`src/rtl/conv2_filter_seq_pkg.sv`:
```
// Shared types for the conv2 filter sequencer: FSM state encoding, default tap count,
// and the index-width helper.
package conv2_filter_seq_pkg;

  typedef enum logic [2:0] {
    S_IDLE  = 3'd0,
    S_LOAD  = 3'd1,
    S_CLR   = 3'd2,
    S_MAC   = 3'd3,
    S_DRAIN = 3'd4,
    S_OUT   = 3'd5
  } state_t;

  localparam int TAPS_DEF = 9;
  localparam int CNT_W    = 4;

  // Index widths never drop below 1 bit, so a single-entry dimension still has a port.
  function automatic int idx_w(input int n);
    return (n > 1) ? $clog2(n) : 1;
  endfunction

endpackage

```
`src/rtl/conv2_filter_seq_if.sv`:
```
// Control, datapath-drive and writeback handshake bundle of the conv2 sequencer.
// The master side is the sequencer; the slave side is the CPU/datapath/writeback.
interface conv2_filter_seq_if #(
  parameter int ROW_W  = 3,
  parameter int COL_W  = 3,
  parameter int FILT_W = 4
);
  import conv2_filter_seq_pkg::*;

  logic              start;
  logic [1:0]        cfg_sel;
  logic              cfg_gate;
  logic              busy;
  logic              done;
  logic              fetch_req;
  logic [ROW_W-1:0]  fetch_row;
  logic [COL_W-1:0]  fetch_col;
  logic [FILT_W-1:0] fetch_filt;
  logic              acc_reset;
  logic              WE;
  logic [CNT_W-1:0]  counter;
  logic [1:0]        sel;
  logic              and_control;
  logic              out_valid;
  logic              out_ready;

  modport master (
    input  start, cfg_sel, cfg_gate, out_ready,
    output busy, done, fetch_req, fetch_row, fetch_col, fetch_filt,
           acc_reset, WE, counter, sel, and_control, out_valid
  );

  modport slave (
    output start, cfg_sel, cfg_gate, out_ready,
    input  busy, done, fetch_req, fetch_row, fetch_col, fetch_filt,
           acc_reset, WE, counter, sel, and_control, out_valid
  );

endinterface

```
`src/rtl/conv2_pix_counter.sv`:
```
// Output-pixel index chain: col wraps into row, row wraps into filt; one step per advance.
// Registered indices, sync clear; last flags the final (row, col, filt) of the layer.
module conv2_pix_counter
  import conv2_filter_seq_pkg::*;
#(
  parameter int OUT_W  = 8,
  parameter int OUT_H  = 8,
  parameter int N_FILT = 16,
  parameter int COL_W  = idx_w(OUT_W),
  parameter int ROW_W  = idx_w(OUT_H),
  parameter int FILT_W = idx_w(N_FILT)
) (
  input  logic              clk_i,
  input  logic              rst,
  input  logic              clear,
  input  logic              advance,
  output logic [ROW_W-1:0]  row,
  output logic [COL_W-1:0]  col,
  output logic [FILT_W-1:0] filt,
  output logic              last
);

  localparam logic [COL_W-1:0]  COL_MAX  = COL_W'(OUT_W - 1);
  localparam logic [ROW_W-1:0]  ROW_MAX  = ROW_W'(OUT_H - 1);
  localparam logic [FILT_W-1:0] FILT_MAX = FILT_W'(N_FILT - 1);

  logic col_end, row_end, filt_end;

  assign col_end  = (col == COL_MAX);
  assign row_end  = (row == ROW_MAX);
  assign filt_end = (filt == FILT_MAX);
  assign last     = col_end && row_end && filt_end;

  always_ff @(posedge clk_i) begin
    if (rst || clear) begin
      row  <= '0;
      col  <= '0;
      filt <= '0;
    end else if (advance) begin
      if (!col_end) begin
        col <= col + 1'b1;
      end else begin
        col <= '0;
        if (!row_end) begin
          row <= row + 1'b1;
        end else begin
          row  <= '0;
          filt <= filt_end ? '0 : filt + 1'b1;
        end
      end
    end
  end

endmodule

```
`src/rtl/conv2_filter_seq.sv`:
```
// Conv2 sequencer: per pixel LOAD(FETCH_LAT) CLR(1) MAC(TAPS) DRAIN(PIPE_LAT) OUT(>=1) cycles.
// All outputs registered; OUT holds out_valid and the tag until out_ready, issuing nothing else.
module conv2_filter_seq
  import conv2_filter_seq_pkg::*;
#(
  parameter int OUT_W     = 8,
  parameter int OUT_H     = 8,
  parameter int N_FILT    = 16,
  parameter int TAPS      = TAPS_DEF,
  parameter int FETCH_LAT = 1,
  parameter int PIPE_LAT  = 2
) (
  input  logic                  clk_i,
  input  logic                  rst,
  conv2_filter_seq_if.master    bus
);

  localparam int PH_W = 8;

  state_t          state;
  logic [PH_W-1:0] phase;
  logic            cfg_gate_q;
  logic            pix_clear;
  logic            pix_adv;
  logic            pix_last;

  // A start landing on the done cycle belongs to the layer just finishing and is dropped.
  assign pix_clear = (state == S_IDLE) && bus.start && !bus.done;
  assign pix_adv   = (state == S_OUT) && bus.out_ready;

  conv2_pix_counter #(
    .OUT_W  (OUT_W),
    .OUT_H  (OUT_H),
    .N_FILT (N_FILT),
    .COL_W  ($bits(bus.fetch_col)),
    .ROW_W  ($bits(bus.fetch_row)),
    .FILT_W ($bits(bus.fetch_filt))
  ) u_pix (
    .clk_i   (clk_i),
    .rst     (rst),
    .clear   (pix_clear),
    .advance (pix_adv),
    .row     (bus.fetch_row),
    .col     (bus.fetch_col),
    .filt    (bus.fetch_filt),
    .last    (pix_last)
  );

  always_ff @(posedge clk_i) begin
    if (rst) begin
      state           <= S_IDLE;
      phase           <= '0;
      cfg_gate_q      <= 1'b0;
      bus.busy        <= 1'b0;
      bus.done        <= 1'b0;
      bus.fetch_req   <= 1'b0;
      bus.acc_reset   <= 1'b0;
      bus.WE          <= 1'b0;
      bus.counter     <= '0;
      bus.sel         <= 2'b00;
      bus.and_control <= 1'b0;
      bus.out_valid   <= 1'b0;
    end else begin
      bus.done      <= 1'b0;
      bus.fetch_req <= 1'b0;
      bus.acc_reset <= 1'b0;
      case (state)
        S_IDLE: begin
          if (pix_clear) begin
            bus.sel       <= bus.cfg_sel;
            cfg_gate_q    <= bus.cfg_gate;
            bus.busy      <= 1'b1;
            bus.fetch_req <= 1'b1;
            phase         <= PH_W'(FETCH_LAT - 1);
            state         <= S_LOAD;
          end
        end
        S_LOAD: begin
          if (phase == '0) begin
            bus.acc_reset <= 1'b1;
            state         <= S_CLR;
          end else begin
            phase <= phase - 1'b1;
          end
        end
        S_CLR: begin
          bus.WE          <= 1'b1;
          bus.counter     <= '0;
          bus.and_control <= cfg_gate_q;
          phase           <= PH_W'(TAPS - 1);
          state           <= S_MAC;
        end
        S_MAC: begin
          // counter is left at TAPS-1 once the window is consumed
          if (phase == '0) begin
            bus.WE          <= 1'b0;
            bus.and_control <= 1'b0;
            phase           <= PH_W'(PIPE_LAT - 1);
            state           <= S_DRAIN;
          end else begin
            phase       <= phase - 1'b1;
            bus.counter <= bus.counter + 1'b1;
          end
        end
        S_DRAIN: begin
          if (phase == '0) begin
            bus.out_valid <= 1'b1;
            state         <= S_OUT;
          end else begin
            phase <= phase - 1'b1;
          end
        end
        S_OUT: begin
          if (bus.out_ready) begin
            bus.out_valid <= 1'b0;
            if (pix_last) begin
              bus.busy    <= 1'b0;
              bus.done    <= 1'b1;
              bus.counter <= '0;
              state       <= S_IDLE;
            end else begin
              bus.fetch_req <= 1'b1;
              phase         <= PH_W'(FETCH_LAT - 1);
              state         <= S_LOAD;
            end
          end
        end
        default: state <= S_IDLE;
      endcase
    end
  end

endmodule
```
`src/flat_wrapper.sv`:
```
// flat-port wrapper written by rule: the top's interface ports become plain ports
module conv2_filter_seq_flat import conv2_filter_seq_pkg::*;
#(
  parameter int OUT_W     = 8,
  parameter int OUT_H     = 8,
  parameter int N_FILT    = 16,
  parameter int TAPS      = TAPS_DEF,
  parameter int FETCH_LAT = 1,
  parameter int PIPE_LAT  = 2
)
  (clk_i, rst, bus_start, bus_cfg_sel, bus_cfg_gate, bus_out_ready, bus_busy, bus_done, bus_fetch_req, bus_fetch_row, bus_fetch_col, bus_fetch_filt, bus_acc_reset, bus_WE, bus_counter, bus_sel, bus_and_control, bus_out_valid);
  conv2_filter_seq_if bus_i ();
  input  logic clk_i;
  input  logic rst;
  input wire logic [$bits(bus_i.start)-1:0] bus_start;
  input wire logic [$bits(bus_i.cfg_sel)-1:0] bus_cfg_sel;
  input wire logic [$bits(bus_i.cfg_gate)-1:0] bus_cfg_gate;
  input wire logic [$bits(bus_i.out_ready)-1:0] bus_out_ready;
  output wire logic [$bits(bus_i.busy)-1:0] bus_busy;
  output wire logic [$bits(bus_i.done)-1:0] bus_done;
  output wire logic [$bits(bus_i.fetch_req)-1:0] bus_fetch_req;
  output wire logic [$bits(bus_i.fetch_row)-1:0] bus_fetch_row;
  output wire logic [$bits(bus_i.fetch_col)-1:0] bus_fetch_col;
  output wire logic [$bits(bus_i.fetch_filt)-1:0] bus_fetch_filt;
  output wire logic [$bits(bus_i.acc_reset)-1:0] bus_acc_reset;
  output wire logic [$bits(bus_i.WE)-1:0] bus_WE;
  output wire logic [$bits(bus_i.counter)-1:0] bus_counter;
  output wire logic [$bits(bus_i.sel)-1:0] bus_sel;
  output wire logic [$bits(bus_i.and_control)-1:0] bus_and_control;
  output wire logic [$bits(bus_i.out_valid)-1:0] bus_out_valid;
  assign bus_i.start = bus_start;
  assign bus_i.cfg_sel = bus_cfg_sel;
  assign bus_i.cfg_gate = bus_cfg_gate;
  assign bus_i.out_ready = bus_out_ready;
  assign bus_busy = bus_i.busy;
  assign bus_done = bus_i.done;
  assign bus_fetch_req = bus_i.fetch_req;
  assign bus_fetch_row = bus_i.fetch_row;
  assign bus_fetch_col = bus_i.fetch_col;
  assign bus_fetch_filt = bus_i.fetch_filt;
  assign bus_acc_reset = bus_i.acc_reset;
  assign bus_WE = bus_i.WE;
  assign bus_counter = bus_i.counter;
  assign bus_sel = bus_i.sel;
  assign bus_and_control = bus_i.and_control;
  assign bus_out_valid = bus_i.out_valid;
  conv2_filter_seq #(.OUT_W(OUT_W), .OUT_H(OUT_H), .N_FILT(N_FILT), .TAPS(TAPS), .FETCH_LAT(FETCH_LAT), .PIPE_LAT(PIPE_LAT)) u_core (.clk_i(clk_i), .rst(rst), .bus(bus_i));
endmodule
```
`config.mk`:
```
export PLATFORM = sky130hd
export DESIGN_NAME = conv2_filter_seq_flat
export DESIGN_NICKNAME = d
export VERILOG_FILES = /design/src/rtl/conv2_filter_seq_pkg.sv /design/src/rtl/conv2_filter_seq_if.sv /design/src/rtl/conv2_pix_counter.sv /design/src/rtl/conv2_filter_seq.sv /design/src/flat_wrapper.sv
export SDC_FILE = /design/constraint.sdc
export NUM_CORES = 1
export LEC_CHECK = 0
export CAP_MARGIN = 20
export CORE_MARGIN = 2
export CORE_UTILIZATION = 53
export CTS_CLUSTER_SIZE = 30
export DETAILED_ROUTE_END_ITERATION = 6
export GPL_TIMING_DRIVEN = 1
export PLACE_DENSITY = 0.84
export SYNTH_ARGS = -nofsm -noshare
export SYNTH_HDL_FRONTEND = slang
export SYNTH_SLANG_ARGS = --single-unit
```
`constraint.sdc`:
```
create_clock -name clk_i -period 2.15 [get_ports clk_i]
set_input_delay 0.43 -clock clk_i [delete_from_list [all_inputs] [get_ports clk_i]]
set_output_delay 0.43 -clock clk_i [all_outputs]
set_load 0.05 [all_outputs]
```
==> results of run 1 <==
-- through the flow --
stage,total power [mW],utilization [%]
global placement,2.19,65.2
finish,2.55,66.7
CTS,2.55,66.7
detailed placement,2.21,65.2
global route,2.73,66.7
floorplan,1.97,-
-- power by group --
| group | leakage [nW] | internal [mW] | switching (mW) |
|---|---|---|---|
| combinational | 0.507 | 0.512 | 0.790 |
| sequential | 0.284 | 0.759 | 0.142 |
| clock | 0.0293 | 0.128 | 0.222 |
| total | 0.821 | 1.40 | 1.15 |
-- registers in the layout, summed over array words and instances, names as in the netlist, 2 cells and up --
register and cells:
u_core.u_pix.filt 4, u_core.phase 8, u_core.state 3, u_core.bus.sel 2, u_core.u_pix.col 3, u_core.bus.counter 4
u_core.u_pix.row 3
-- cell type report --
class | count | share of cell area (%)
clock inverters | 1 | 0.225
well taps | 46 | 2.59
multi-input cells | 160 | 48.1
clock buffers | 7 | 2.02
inverters | 5 | 0.844
flip-flops and latches | 35 | 31.5
repair buffers | 34 | 14.7
-- cell usage after synthesis (2+ instances only) --
cell type  instances  area, um^2
or2_1              2        12.5
or3_4              2        22.5
ha_1               8         100
nand4b_1           2        17.5
a221oi_1           2        17.5
and2_1             2        12.5
xnor2_1            3        26.3
a21oi_1           22         110
nand2b_1           5        31.3
buf_6              2        22.5
mux2i_1            4        40.0
nand3_1            5        25.0
nand2_1           17        63.8
nor3b_1            2        15.0
nor4_1             2        12.5
nor2b_1            3        18.8
xor2_1             4        35.0
nor3_1            11        55.1
o21ai_0            6        30.0
inv_1              5        18.8
a31oi_1            2        12.5
nand3b_1           3        22.5
dfxtp_1           35         701
nand3_2            2        20.0
a21oi_4            2        32.5
buf_2              4        20.0
a211oi_1           4        30.0
clkbuf_1           3        11.3
nand4_1            3        18.8
nor2_1            23        86.3
-- final timing paths --
path | endpoint | slack, ns | depth (start not counted)
min | u_core.cfg_gate_q$_SDFFE_PP0P_ | 0.46 | 2
max reg2reg | u_core.phase[3]$_SDFFE_PP0P_ | 0.20 | 7
max | bus_fetch_filt[0] | 0.15 | 1
min reg2reg | u_core.cfg_gate_q$_SDFFE_PP0P_ | 0.46 | 2
-- cell families (layout without fill, tap and decap cells) --
| kind of cell | Yosys count | after routing | share of synthesized area [%] |
|---|---|---|---|
| compound gates | 50 | 50 | 19.1 |
| xor+xnor | 7 | 7 | 3.31 |
| fa+ha+maj | 8 | 8 | 5.41 |
| buf+inv | 15 | 47 | 4.33 |
| flops | 35 | 35 | 37.9 |
| mux | 4 | 4 | 2.16 |
| simple gates | 91 | 91 | 27.9 |
-- layout by cell type, fill, tap and decap left out, drive strengths merged, types with 2 or more instances in the layout --
cell / synthesis / final
or2: 2 / 2
nor3b: 2 / 2
clkbuf: 3 / 7
clkdlybuf4s50: 0 / 29
a211oi: 4 / 4
nand4: 3 / 3
a21oi: 24 / 24
a221oi: 2 / 2
inv: 5 / 5
nor4: 3 / 3
and2: 2 / 2
buf: 7 / 5
o21ai: 7 / 7
nand3b: 3 / 3
a31oi: 3 / 3
nand2: 17 / 17
xnor2: 3 / 3
nor2: 24 / 24
nor3: 12 / 12
nand4b: 2 / 2
a21o: 2 / 2
nand2b: 5 / 5
mux2i: 4 / 4
dfxtp: 35 / 35
nor2b: 4 / 4
nand3: 7 / 7
xor2: 4 / 4
ha: 8 / 8
or3: 2 / 2
-- routing by layer --
metal	GRT usage, %	routed length [um]
met1	24.5	1740
met4	10.8	102
met5	0	0
met3	5.00	126
met2	33.2	1830
-- worst reg2reg max path: cells and delay by family (launching register included) --
family          cells  cell delay (ns)
simple gates        3             0.55
fa+ha+maj           2             0.39
compound gates      2             0.53
flops               1             0.39
==> reports/metrics.csv, run 1 <==
stage;metric;value;unit
cts;Post-CTS Setup Bufs;0;
critical_path;CP bufs+invs;1;
critical_path;CP Launch Type;register;
finish;share of post-route cells with drive strength above 1;10.7;%
synth;prevailing post-synth register cell;dfxtp_1;
cts;CTS tree;built;
finish;NumNets Final;256;
routing;Vias;1610;
timing;worst-margin pin slew;0.506;ns
finish;fill cell count;285;
cts;htree depth;2;
finish;diode count;0;
timing;clock skew;0.00684;ns
timing;period utilisation layout;93.1;%
routing;Vias/cell;5.59;
cts;hold_buf cts;0;
critical_path;worst-path cell chain;clkdlybuf4s50_1;
critical_path;CP Class;reg2out;
flow_run;max_cap viols;0;
global_routing;Total GRT Usage;20.3;%
synth;Avg Inst Size Synth;8.81;um^2
floorplan;die width;63.1;um
placement;worst slack at placement;0.158;ns
synth;#FFs+latches synth;35;
finish;register area;701;um^2
run_status;status;complete, no violations;
critical_path;r2r startpoint;u_core.u_pix.row[0]$_SDFFE_PP0P_;
synth;Synth async-reset ratio;0;%
routing;DRC;0;
critical_path;Top Family by Delay on Critical Path;buffers and inverters;
synth;synthesized area;1850;um^2
floorplan;Die Height;63.1;um
routing;initial DRC count;41;
global_routing;first-pass GRT wire length;6.41;mm
timing;setup ws final;0.149;ns
placement;HPWL after detailed placement;2.87;mm
cts;CTS sink cnt;35;
critical_path;Max FO, Critical Path;5;
timing;Max Slew Vio Count;0;
cts;Reg clk slew, reported paths;0.11;ns
timing;fmax;0.500;GHz
floorplan;I/O pin count;30;
finish;area of the multi-input gates;1070;um^2
floorplan;Initial Util;55.5;%
routing;drt total wl;3.80;mm
worst_hold_path;Hold Crit Class;reg2reg;
placement;IO Port Bufs;29;
placement;DP Area;2170;um^2
power;Power per Cell Area;1150;nW/um^2
cts;clk_lat worst skew;0.34;ns
timing;minimum clock period;2.00;ns
routing;Final ANT Viol Nets;0;
synth;Netlist cell types;50;
global_routing;largest net degree at the start of global routing;20;
global_routing;initial antenna violation count;0;
routing;Wirelength per Cell;13.2;um
routing;drt first pass iters;4;
cts;CTS Buffer Depth;2;
synth;Seq/Total Area, Yosys;37.9;%
critical_path;CP max stage delay;0.83;ns
timing;Slew Limit Headroom;66.1;%
cts;cts bufs inserted;5;
placement;Routability Congestion;0.854;
cts;post-cts resize count;0;
finish;final cell count without fillers;288;
power;Leak;0.821;nW
critical_path;CP Capture Type;primary output;
global_routing;vias in the first global route;1483;
floorplan;Rows;21;
critical_path;CP max-delay cell;clkdlybuf4s50_1;
global_routing;grt ovf;0;
timing;Setup TNS;0;ns
cts;CTS root buf;clkbuf_4;
synth;syn nets;225;
timing;RSZ-0062 raised after global routing;no;
critical_path;Worst Path Required;1.72;ns
worst_hold_path;hold_sp;u_core.cfg_gate_q$_SDFFE_PP0P_;
synth;Synth warnings;0;
timing;Setup Viol. Count Final;0;
finish;area grow syn2layout;20.2;%
placement;Post-Place Cells;280;
floorplan;die area;3980;um^2
timing;hold slack;0.455;ns
synth;Post-synth EDFFs;0;
power;Max VDD drop;0.000609;V
timing;Final Hold Vio Count;0;
finish;cell area after layout;2220;um^2
synth;Post-Syn Instances;210;
floorplan;Core Box Area;3340;um^2
critical_path;worst endpoint data arrival time;1.57;ns
critical_path;beginning of the critical path;u_core.u_pix.filt[0]$_SDFFE_PP0P_;
(Power assumes the default switching activity.)
==> inputs of run 2 (changes only) <==
--- a/config.mk
+++ b/config.mk
@@ -11,6 +11,7 @@
 export CTS_CLUSTER_SIZE = 30
 export DETAILED_ROUTE_END_ITERATION = 6
 export GPL_TIMING_DRIVEN = 1
+export HOLD_SLACK_MARGIN = 0.12
 export PLACE_DENSITY = 0.84
 export SYNTH_ARGS = -nofsm -noshare
 export SYNTH_HDL_FRONTEND = slang
==> results of run 2 <==
The final DEF is identical to that of run 1; final timing and power are the same.
==> inputs of run 3 (changes only) <==
--- a/config.mk
+++ b/config.mk
@@ -6,6 +6,7 @@
 export NUM_CORES = 1
 export LEC_CHECK = 0
 export CAP_MARGIN = 20
+export CORE_ASPECT_RATIO = 0.6
 export CORE_MARGIN = 2
 export CORE_UTILIZATION = 53
 export CTS_CLUSTER_SIZE = 30
==> reports/metrics.csv, run 3 (same netlist as run 1, synthesis figures left out) <==
stage;metric;value;unit
power;Int Pwr;1.56;mW
placement;Routability Congestion;0.857;
global_routing;largest net degree at the start of global routing;16;
timing;clock skew;0.0105;ns
power;Flop pwr share;32.9;%
cts;htree depth;2;
cts;post-cts resize count;0;
worst_hold_path;Hold EP;u_core.bus.sel[0]$_SDFFE_PP0P_;
worst_hold_path;Hold Crit Class;reg2reg;
global_routing;Total GRT Usage;22.1;%
global_routing;initial antenna violation count;0;
floorplan;die area;4000;um^2
finish;diode count;0;
floorplan;I/O pin count;30;
placement;HPWL after detailed placement;3.04;mm
timing;Setup Viol. Count Final;0;
critical_path;worst endpoint data arrival time;2.18;ns
power;Power per Cell Area;1210;nW/um^2
floorplan;Die Height;49.8;um
cts;Reg clk slew, reported paths;0.08;ns
run_status;status;complete, no violations;
finish;area of the multi-input gates;1070;um^2
timing;RSZ-0062 raised after global routing;no;
power;Logic pwr share;48.1;%
floorplan;Core Box Area;3300;um^2
worst_hold_path;hold path cells;2;
worst_hold_path;hold_sp;u_core.bus.sel[0]$_SDFFE_PP0P_;
global_routing;grt ovf;0;
critical_path;CP max-delay cell;and2_1;
finish;area grow syn2layout;23.9;%
floorplan;Rows;16;
timing;period utilisation layout;93.9;%
critical_path;CP bufs+invs;1;
placement;Post-Place Cells;281;
critical_path;Max FO, Critical Path;7;
cts;CTS sink cnt;35;
routing;Final ANT Viol Nets;0;
routing;DRC;0;
cts;CTS Buffer Depth;2;
timing;Slew Limit Headroom;66.1;%
cts;Post-CTS Setup Bufs;0;
critical_path;Top Family by Delay on Critical Path;simple AND/OR/NAND/NOR gates;
cts;cts bufs inserted;5;
critical_path;r2r startpoint;u_core.phase[0]$_SDFFE_PP0P_;
finish;cell area after layout;2290;um^2
power;Net Switching;1.22;mW
timing;minimum clock period;2.02;ns
power;Leak;0.852;nW
finish;Most flops, register;u_core.phase;
finish;share of post-route cells with drive strength above 1;12.3;%
placement;DP Area;2190;um^2
critical_path;CP max stage delay;0.42;ns
finish;max reg flops;8;
finish;commonest non-fill, non-tap cell in the layout;dfxtp_1;
routing;Wirelength per Cell;14.2;um
power;Max VDD drop;0.000993;V
critical_path;FF-to-FF setup slack;0.13;ns
cts;CTS root buf;clkbuf_8;
finish;NumNets Final;258;
finish;register area;701;um^2
timing;worst-margin pin slew;0.507;ns
critical_path;worst-path cell chain;inv_1 > ha_1 > nor4b_4 > and2_1 > a21oi_4 > a221oi_1 > nor3_1;
critical_path;Reg-to-Reg End;u_core.phase[6]$_SDFFE_PP0P_;
critical_path;Worst Path Required;2.31;ns
critical_path;CP Launch Type;register;
finish;Layout Utilization;69.4;%
finish;fill cell count;264;
timing;fmax;0.496;GHz
timing;Max Slew Vio Count;0;
finish;most frequent cells in the layout;dfxtp_1, clkdlybuf4s50_1, nor2_1, a21oi_1, nand2_1;
routing;Vias;1649;
floorplan;die width;80.3;um
power;Sw Share;43.8;%
cts;hold_buf cts;0;
routing;initial DRC count;110;
critical_path;cells on worst reg2reg path;7;
power;clock network power share;19.0;%
routing;drt first pass iters;4;
global_routing;vias in the first global route;1390;
critical_path;beginning of the critical path;u_core.phase[0]$_SDFFE_PP0P_;
floorplan;Initial Util;56.0;%
global_routing;first-pass GRT wire length;6.73;mm
timing;Final Hold Vio Count;0;
routing;Vias/cell;5.71;
finish;largest registers;u_core.phase x8, u_core.bus.counter x4, u_core.u_pix.filt x4;
critical_path;CP Class;reg2reg;
cts;clk_lat worst skew;0.29;ns
critical_path;CP Capture Type;register;
placement;IO Port Bufs;29;
timing;Setup TNS;0;ns
routing;drt total wl;4.10;mm
finish;final cell count without fillers;289;
flow_run;max_cap viols;0;
cts;CTS tree;built;
run 3: worst reg2reg max path, cell delays in order (launching register included):
cell and delay [ns]:
dfxtp_1 0.37, inv_1 0.11, ha_1 0.18, nor4b_4 0.25, and2_1 0.42, a21oi_4 0.14, a221oi_1 0.31, nor3_1 0.10
run 3: worst max path at each step:
stage / endpoint / slack [ns] / cells after the start
after floorplan: u_core.phase[3]$_SDFFE_PP0P_ / 0.01 / 8
after global placement: u_core.phase[7]$_SDFFE_PP0P_ / 0.23 / 7
after detailed placement: u_core.phase[6]$_SDFFE_PP0P_ / 0.17 / 6
after CTS: u_core.phase[6]$_SDFFE_PP0P_ / 0.17 / 7
after global routing: u_core.phase[6]$_SDFFE_PP0P_ / 0.05 / 7
final: u_core.phase[6]$_SDFFE_PP0P_ / 0.13 / 7
run 3: metal layers:
| metal | GRT usage, % | vias to the layer above | part of all wire, % |
|---|---|---|---|
| met3 | 5.86 | 8 | 12 |
| met1 | 34.8 | 742 | 50 |
| met4 | 7.91 | 0 | 1.3 |
| met5 | 0 | - | 0 |
| met2 | 28.2 | 78 | 37 |
| li1 | - | 821 | - |
run 3: per-stage QoR:
stage | setup slack, ns | hold WS [ns] | total power [mW]
global route | 0.0470 | 0.481 | 2.95
finish | 0.132 | 0.464 | 2.78
global placement | 0.229 | 0.441 | 2.20
CTS | 0.171 | 0.468 | 2.77
detailed placement | 0.166 | 0.455 | 2.23
floorplan | 0.0132 | 0.432 | 1.97
run 3: power groups by stage:
| stage | combinational, mW | sequential [mW] | clock [mW] |
|---|---|---|---|
| after floorplan | 0.972 | 1.00 | 0 |
| after global placement | 1.28 | 0.922 | 0 |
| after detailed placement | 1.30 | 0.926 | 0 |
| after CTS | 1.32 | 0.915 | 0.539 |
| after global routing | 1.44 | 0.937 | 0.570 |
| final | 1.34 | 0.917 | 0.529 |
run 3: layout make-up:
class,instances,area share (%)
flip-flops and latches,35,30.6
inverters,5,0.819
multi-input cells,160,46.7
well taps,45,2.46
clock inverters,1,0.328
clock buffers,7,4.20
repair buffers,36,15.0
